<file path="config.mk">
export PLATFORM = sky130hd
export DESIGN_NAME = cisr_channel_mult_flat
export DESIGN_NICKNAME = d
export VERILOG_FILES = /design/src/rtl/cisr_channel_mult_if.sv /design/src/rtl/cisr_channel_mult.sv /design/src/flat_wrapper.sv
export SDC_FILE = /design/constraint.sdc
export NUM_CORES = 1
export LEC_CHECK = 0
export CORE_MARGIN = 1.5
export CORE_UTILIZATION = 45
export CTS_CLUSTER_DIAMETER = 150
export DETAILED_ROUTE_END_ITERATION = 12
export PLACE_DENSITY = 0.61
export SLEW_MARGIN = 10
export SYNTH_ARGS = -nofsm -noshare
export SYNTH_HDL_FRONTEND = slang
export SYNTH_SLANG_ARGS = --single-unit
</file>
<file path="constraint.sdc">
create_clock -name clk -period 20.9 [get_ports clk]
set_input_delay 6.27 -clock clk [delete_from_list [all_inputs] [get_ports clk]]
set_output_delay 6.27 -clock clk [all_outputs]
set_load 0.03 [all_outputs]
</file>
<file path="src/rtl/cisr_channel_mult_if.sv">
// Handshake bundle for one CISR multiply channel: matrix FIFO pop side,
// vector RAM read port and mult FIFO push side.
interface cisr_channel_mult_if #(
    parameter int value_size     = 16,
    parameter int col_id_size    = 8,
    parameter int vec_value_size = 16,
    parameter int mult_size      = 32
);
    logic [value_size+col_id_size-1:0] in_fifo_data;
    logic                              in_fifo_empty;
    logic                              in_fifo_read;
    logic                              vec_rd_en;
    logic [col_id_size-1:0]            vec_addr;
    logic [vec_value_size-1:0]         vec_data;
    logic                              out_fifo_full;
    logic                              out_fifo_write;
    logic [mult_size-1:0]              out_fifo_data;

    modport master (
        input  in_fifo_data,
        input  in_fifo_empty,
        output in_fifo_read,
        output vec_rd_en,
        output vec_addr,
        input  vec_data,
        input  out_fifo_full,
        output out_fifo_write,
        output out_fifo_data
    );

    modport slave (
        output in_fifo_data,
        output in_fifo_empty,
        input  in_fifo_read,
        input  vec_rd_en,
        input  vec_addr,
        output vec_data,
        output out_fifo_full,
        input  out_fifo_write,
        input  out_fifo_data
    );
endinterface

</file>
<file path="src/rtl/cisr_channel_mult.sv">
// CISR per-channel multiply stage: pop {value,col_id}, read vector RAM,
// multiply, buffer, push in order. Define CISR_MULT_SIGNED_EN for signed math.
module cisr_channel_mult #(
    parameter int value_size     = 16,
    parameter int col_id_size    = 8,
    parameter int vec_value_size = 16,
    parameter int mult_size      = 32,
    parameter int out_depth      = 4
) (
    input  logic                clk,
    input  logic                rst,
    cisr_channel_mult_if.master bus,
    output logic                idle
);
    localparam int PW    = value_size + vec_value_size;
    localparam int PTR_W = (out_depth > 1) ? $clog2(out_depth) : 1;
    localparam int CNT_W = $clog2(out_depth + 1);
    localparam int OCC_W = CNT_W + 2;

    logic [value_size-1:0]  w_value;
    logic [col_id_size-1:0] w_col;
    logic [OCC_W-1:0]       w_occ;
    logic                   w_credit_ok;
    logic                   w_pop;
    logic                   w_push;
    logic                   w_drain;
    logic [mult_size-1:0]   w_prod;

    logic                   r_s1_valid;
    logic [value_size-1:0]  r_s1_value;
    logic                   r_s2_valid;
    logic [mult_size-1:0]   r_s2_prod;

    logic [mult_size-1:0]   r_buf [out_depth];
    logic [PTR_W-1:0]       r_wr_ptr;
    logic [PTR_W-1:0]       r_rd_ptr;
    logic [CNT_W-1:0]       r_count;

    function automatic logic [PTR_W-1:0] f_inc(input logic [PTR_W-1:0] p);
        return (p == PTR_W'(out_depth - 1)) ? '0 : p + PTR_W'(1);
    endfunction

    assign w_value = bus.in_fifo_data[value_size+col_id_size-1 -: value_size];
    assign w_col   = bus.in_fifo_data[col_id_size-1:0];

    // Credit counts every entry already committed to reach the buffer.
    assign w_occ = OCC_W'(r_count) + OCC_W'(r_s1_valid)
                 + OCC_W'(r_s2_valid);
    assign w_credit_ok = w_occ < OCC_W'(out_depth);
    assign w_pop       = ~rst & ~bus.in_fifo_empty & w_credit_ok;

    assign bus.in_fifo_read = w_pop;
    assign bus.vec_rd_en    = w_pop;
    assign bus.vec_addr     = rst ? '0 : w_col;

`ifdef CISR_MULT_SIGNED_EN
    logic signed [PW-1:0] w_prod_full;
    assign w_prod_full = $signed(PW'($signed(r_s1_value)))
                       * $signed(PW'($signed(bus.vec_data)));
    assign w_prod = mult_size'(w_prod_full);
`else
    logic [PW-1:0] w_prod_full;
    assign w_prod_full = PW'(r_s1_value) * PW'(bus.vec_data);
    assign w_prod = mult_size'(w_prod_full);
`endif

    always_ff @(posedge clk) begin
        if (rst) begin
            r_s1_valid <= 1'b0;
            r_s1_value <= '0;
            r_s2_valid <= 1'b0;
            r_s2_prod  <= '0;
        end else begin
            r_s1_valid <= w_pop;
            r_s1_value <= w_value;
            r_s2_valid <= r_s1_valid;
            r_s2_prod  <= w_prod;
        end
    end

    assign w_push  = r_s2_valid;
    assign w_drain = ~rst & (r_count != '0) & ~bus.out_fifo_full;

    always_ff @(posedge clk) begin
        if (rst) begin
            r_wr_ptr <= '0;
            r_rd_ptr <= '0;
            r_count  <= '0;
            for (int i = 0; i < out_depth; i++) begin
                r_buf[i] <= '0;
            end
        end else begin
            if (w_push) begin
                r_buf[r_wr_ptr] <= r_s2_prod;
                r_wr_ptr        <= f_inc(r_wr_ptr);
            end
            if (w_drain) begin
                r_rd_ptr <= f_inc(r_rd_ptr);
            end
            unique case ({w_push, w_drain})
                2'b10:   r_count <= r_count + CNT_W'(1);
                2'b01:   r_count <= r_count - CNT_W'(1);
                default: r_count <= r_count;
            endcase
        end
    end

    assign bus.out_fifo_write = w_drain;
    assign bus.out_fifo_data  = r_buf[r_rd_ptr];

    assign idle = ~r_s1_valid & ~r_s2_valid & (r_count == '0);
endmodule

</file>
<file path="src/flat_wrapper.sv">
// flat-port wrapper written by rule: the top's interface ports become plain ports
module cisr_channel_mult_flat 
#(
    parameter int value_size     = 16,
    parameter int col_id_size    = 8,
    parameter int vec_value_size = 16,
    parameter int mult_size      = 32,
    parameter int out_depth      = 4
)
  (clk, rst, idle, bus_in_fifo_data, bus_in_fifo_empty, bus_in_fifo_read, bus_vec_rd_en, bus_vec_addr, bus_vec_data, bus_out_fifo_full, bus_out_fifo_write, bus_out_fifo_data);
  cisr_channel_mult_if #(.value_size(value_size), .col_id_size(col_id_size), .vec_value_size(vec_value_size), .mult_size(mult_size)) bus_i ();
  input  logic clk;
  input  logic rst;
  output logic idle;
  input wire logic [$bits(bus_i.in_fifo_data)-1:0] bus_in_fifo_data;
  input wire logic [$bits(bus_i.in_fifo_empty)-1:0] bus_in_fifo_empty;
  output wire logic [$bits(bus_i.in_fifo_read)-1:0] bus_in_fifo_read;
  output wire logic [$bits(bus_i.vec_rd_en)-1:0] bus_vec_rd_en;
  output wire logic [$bits(bus_i.vec_addr)-1:0] bus_vec_addr;
  input wire logic [$bits(bus_i.vec_data)-1:0] bus_vec_data;
  input wire logic [$bits(bus_i.out_fifo_full)-1:0] bus_out_fifo_full;
  output wire logic [$bits(bus_i.out_fifo_write)-1:0] bus_out_fifo_write;
  output wire logic [$bits(bus_i.out_fifo_data)-1:0] bus_out_fifo_data;
  assign bus_i.in_fifo_data = bus_in_fifo_data;
  assign bus_i.in_fifo_empty = bus_in_fifo_empty;
  assign bus_in_fifo_read = bus_i.in_fifo_read;
  assign bus_vec_rd_en = bus_i.vec_rd_en;
  assign bus_vec_addr = bus_i.vec_addr;
  assign bus_i.vec_data = bus_vec_data;
  assign bus_i.out_fifo_full = bus_out_fifo_full;
  assign bus_out_fifo_write = bus_i.out_fifo_write;
  assign bus_out_fifo_data = bus_i.out_fifo_data;
  cisr_channel_mult #(.value_size(value_size), .col_id_size(col_id_size), .vec_value_size(vec_value_size), .mult_size(mult_size), .out_depth(out_depth)) u_core (.clk(clk), .rst(rst), .bus(bus_i), .idle(idle));
endmodule
</file>
; Yosys cells after proc, flatten, opt, wreduce, memory -nomap -nowiden
; Memories as Yosys holds them, arrays and structs flattened. A register that Yosys moved wholly into a read port is not among the register bits.
; Cells that the tools add are included.
[classes]
add_sub_neg = 6
mul = 1
n_lt_le_gt_ge = 1
eq_ne = 4
n_mux = 14
n_bitwise = 11
n_reduce_logical = 4
[op_table]
columns = cell, n
row1 = 16-bit by 16-bit multiplier with 32-bit output, 1
row2 = 32-bit two-way mux, 1
row3 = 32-bit OR reduction, 1
row4 = 2-bit two-way mux, 5
row5 = 8-bit two-way mux, 1
row6 = 1-bit bitwise AND, 6
row7 = "2-bit equality test, second input constant", 3
row8 = 1-bit two-way mux, 6
row9 = 3-bit one-hot mux with 2 select lines, 1
row10 = 5-bit by 1-bit adder with 5-bit output, 1
row11 = "5-bit by 3-bit < comparator with 1-bit output, second input constant", 1
row12 = 1-bit inverter, 5
row13 = "2-bit by 1-bit adder with 2-bit output, second input constant", 2
row14 = 3-bit by 1-bit adder with 4-bit output, 1
row15 = "3-bit by 1-bit adder with 3-bit output, second input constant", 1
row16 = 3-bit logical NOT, 1
row17 = 3-bit nonzero test, 1
row18 = "3-bit by 1-bit subtractor with 3-bit output, second input constant", 1
row19 = "2-bit by 1-bit equality test with 1-bit output, second input constant", 1
row20 = 2-bit nonzero test, 1
[totals]
reg_bits = 57
ramBits = 128
elab_cells = 49
memories = 1
[mem_list]
columns = memory, words, width, rd, rd_clocked_by_memory_dff, wr, line
row1 = u_core.r_buf, 4, 32, 1, 1, 4, cisr_channel_mult.sv:34  ; logic [mult_size-1:0] r_buf [out_depth];

; Logic depth before layout (Yosys ltp)
[depth]
word_depth = 5
mapped_depth = 21

; Worst setup path after synthesis
; OpenSTA, ideal clock, no wires.
[synth_path]
path_kind = input-to-output
startpoint = input port rst
endpoint = output port bus_out_fifo_write
arrival_ps = 7402
required_ps = 14630
slack_ps = 7228
stages = 2
cell_sequence = clkbuf_1 nor3_1
[synth_between]
elab_chain_len = 3
[synth_lines]
columns = item, line
row1 = from (decl), flat_wrapper.sv:13  ; input logic rst;
row2 = 1-bit inverter, cisr_channel_mult.sv:82  ; assign w_drain = ~rst & (r_count != '0) & ~bus.out_fifo_full;
row3 = 1-bit bitwise AND (2 in a row), cisr_channel_mult.sv:82
row4 = to (decl), flat_wrapper.sv:22  ; output wire logic [$bits(bus_i.out_fifo_write)-1:0] bus_out_fifo_write;
; No other way between the ends.

; Worst setup path in the final report
[layout_path]
startpoint = input port bus_out_fifo_full
endpoint = output port bus_out_fifo_write
[layout_between]
elab_chain_len = 2
[layout_lines]
columns = item, line
row1 = from (decl), flat_wrapper.sv:21  ; input wire logic [$bits(bus_i.out_fifo_full)-1:0] bus_out_fifo_full;
row2 = 1-bit inverter, cisr_channel_mult.sv:82
row3 = 1-bit bitwise AND, cisr_channel_mult.sv:82
; No other way between the ends.

==> results.toml <==
[run_status]
status = "completed"

[floorplan]
die_width_microns = 192
io_pins = 88
core_sq_mm = 0.0353
initial_core_util = 0.455
num_rows = 69
dieArea_sq_mm = 0.0368
die_y_microns = 192

[detailed_routing]
wire_per_inst_microns = 17.8
wl_microns = 36000
vias = 10497
drt_iter0_drc = 670
drtPass1Iterations = 5
via_per_inst = 5.18
drc = 0
drtAntennaViolNets = 0

[timing]
grt_setup_unrepaired = "false"
setup_viol = 0
skew_ns = 0.0203
max_freq_mhz = 70.3
min_period_ns = 14.23
hold_violations = 0
slew_viol_final = 0
worst_slew_pin_slew_ns = 0.972
finalCritPeriodShare = 0.681
maxSlewHeadroom = 0.350
tns_ns = 0

[cts]
holdBufCountCts = 0
clock_latency_ns = 0.44
htreeDepth = 4
cts-resized-gates = 0
cts_tree = "built"
post_cts_buffers = 0
clk_pin_slew_ns = 0.08
cts_max_path_buffers = 2
clkSinkCount = 187
clock-root-buffer = "clkbuf_16"
cts-buffers-inserted = 17

[worst_setup_path]
endpoint = "bus_out_fifo_write"
reg2reg_setup_slack_ns = 14.64
crit_path_top_delay_cell = "clkdlybuf4s50_1"
path_cells = "clkdlybuf4s50_1 -> nor3_1 -> clkdlybuf4s50_1"
rr_startpoint = "u_core.r_s1_value[10]"
crit_start = "bus_out_fifo_full"
crit_type = "in2out"
path_common_cell = "clkdlybuf4s50_1"
required_ns = 14.63
end_kind = "output pin"
r2r_cells = 17
cp_max_fo = 6
cpPeakStageDelay_ns = 0.78
reg2reg_to = "u_core.r_s2_prod[22]"
cp-start-kind = "primary input"
crit_arrival_ns = 7.96

[power]
seqPwrFrac = 0.281
ir_drop_mv = 0.0700
p_sw_frac = 0.431
p_int_uw = 943
leakagePower_nw = 7.90
p_comb_frac = 0.523
p_clk_frac = 0.196
switchingPower_uw = 714
power.density_mw_per_mm2 = 92.7

[synthesis]
yosysSeqAreaShare = 0.313
ys_warn_count = 0
syn_avg_cell_area_sq_um = 10.6
ys.flop_type = "edfxtp_1"
syn_area_sq_mm = 0.0161
synth_edf_count = 128
ys_async_sr_fraction = 0
ys_ff_latch = 187
synth_cell_type_count = 60
syn-num-nets = 1860
syn_inst = 1512

[global_routing]
grt_pass1_vias = 11010
globalRouteOverflowTotal = 0
grt_pass1_wl_microns = 58700
antenna_found_initial = 0
grt_max_degree = 58
grt_usage = 0.207

[final_layout]
final_common_cell = "inv_1"
drive_gt1_frac = 0.0607
final_cell_mix = "233 x inv_1, 222 x and2_1, 195 x fa_1"
syn2layout_area_growth_pct = 11.3
fin_nets = 1899
finalNonFillerCells = 2025
diodes = 0

[flow_run]
maxCapViolCount = 0

[hold_path]
hold_class = "reg2reg"

[placement]
port_buffers = 87
dp_cells = 1993
dpl.hpwl_microns = 26000
routabilityCongestion = 0.857
==> metrics by stage <==
step           utilization  hold WS (ns)  instance area [sq um]  power, mW  setup WS (ns)
6_report             0.506         0.505                  17900       1.66           6.67
5_1_grt              0.506         0.548                  17900       1.79           6.55
4_1_cts              0.506         0.507                  17900       1.66           6.66
3_5_place_dp         0.490         0.496                  17300       1.34           6.66
3_3_place_gp         0.490         0.487                  17300       1.32           6.70
2_1_floorplan            -         0.463                  16100       1.11           7.23
==> sequential cells by signal (all words and copies together) (netlist names), named ones only <==
name,cells
u_core.r_buf,128
u_core.r_rd_ptr,2
u_core.r_s2_valid,1
u_core.r_s1_valid,1
u_core.r_count,3
u_core.r_s1_value,16
u_core.r_s2_prod,32
u_core.r_wr_ptr,2
==> power by group through the flow <==
stage / sequential (mW) / clock (mW) / combinational, mW
2_1_floorplan: 0.453 / 0 / 0.662
3_3_place_gp: 0.472 / 0 / 0.851
3_5_place_dp: 0.473 / 0 / 0.863
4_1_cts: 0.465 / 0.330 / 0.869
5_1_grt: 0.470 / 0.346 / 0.978
6_report: 0.466 / 0.325 / 0.866
==> cell families (layout without fill, tap and decap cells) <==
family | after synthesis | after routing | synth area share
compound gates | 108 | 108 | 0.0458
xor+xnor | 18 | 18 | 0.00982
fa+ha+maj | 304 | 304 | 0.328
buf+inv | 308 | 360 | 0.0722
flops | 187 | 187 | 0.313
mux | 37 | 37 | 0.0485
simple gates | 550 | 550 | 0.183
==> routing by layer <==
layer	part of all wire	wire length, microns	vias to the layer above	GRT usage
li1	-	-	4942	-
met1	0.48	17100	5311	0.284
met2	0.48	17100	218	0.353
met3	0.039	1410	26	0.0274
met4	0.0097	350	0	0.0376
met5	0	0	-	0
==> layout make-up <==
type                            count  area, sq um
Fill cell                        3207        17400
Multi-Input combinational cell   1017         9890
Sequential cell                   187         5030
Timing Repair Buffer               95          926
Inverter                          233          875
Tap cell                          461          577
Clock buffer                       18          429
Clock inverter                     14          149
==> critical path, delay by kind of cell <==
kind | cells | cell delay (ns)
buf+inv | 2 | 1.20
simple gates | 1 | 0.50
==> Yosys cell counts, types with 5 or more instances <==
| library cell | instances | area share |
|---|---|---|
| a211oi_1 | 5 | 0.0023 |
| a21o_1 | 8 | 0.0037 |
| a21oi_1 | 35 | 0.011 |
| and2_1 | 222 | 0.086 |
| and3_1 | 37 | 0.014 |
| buf_1 | 5 | 0.0012 |
| clkbuf_1 | 69 | 0.016 |
| dfxtp_1 | 59 | 0.074 |
| edfxtp_1 | 128 | 0.24 |
| fa_1 | 195 | 0.24 |
| ha_1 | 109 | 0.085 |
| inv_1 | 233 | 0.054 |
| mux4_2 | 32 | 0.045 |
| nand2_1 | 159 | 0.037 |
| nand3_1 | 11 | 0.0034 |
| nand4_1 | 10 | 0.0039 |
| nor2_1 | 37 | 0.0086 |
| nor2b_1 | 33 | 0.013 |
| nor3_1 | 19 | 0.0059 |
| nor3b_1 | 6 | 0.0028 |
| o21a_1 | 9 | 0.0042 |
| o21ai_0 | 18 | 0.0056 |
| or2_2 | 5 | 0.0019 |
| xnor2_1 | 9 | 0.0049 |
| xor2_1 | 9 | 0.0049 |
==> worst min-delay path by stage <==
stage | startpoint | cells past startpoint | slack, ns | end
floorplan | u_core.r_rd_ptr[1] | 2 | 0.46 | flip-flop
global placement | u_core.r_rd_ptr[1] | 2 | 0.49 | u_core.r_rd_ptr[1]
detailed placement | u_core.r_rd_ptr[1] | 2 | 0.50 | u_core.r_rd_ptr[1]
CTS | u_core.r_rd_ptr[1] | 2 | 0.51 | u_core.r_rd_ptr[1]
global route | u_core.r_rd_ptr[1] | 2 | 0.55 | flip-flop
finish | u_core.r_rd_ptr[1] | 2 | 0.51 | u_core.r_rd_ptr[1]
(Power assumes the default switching activity.)
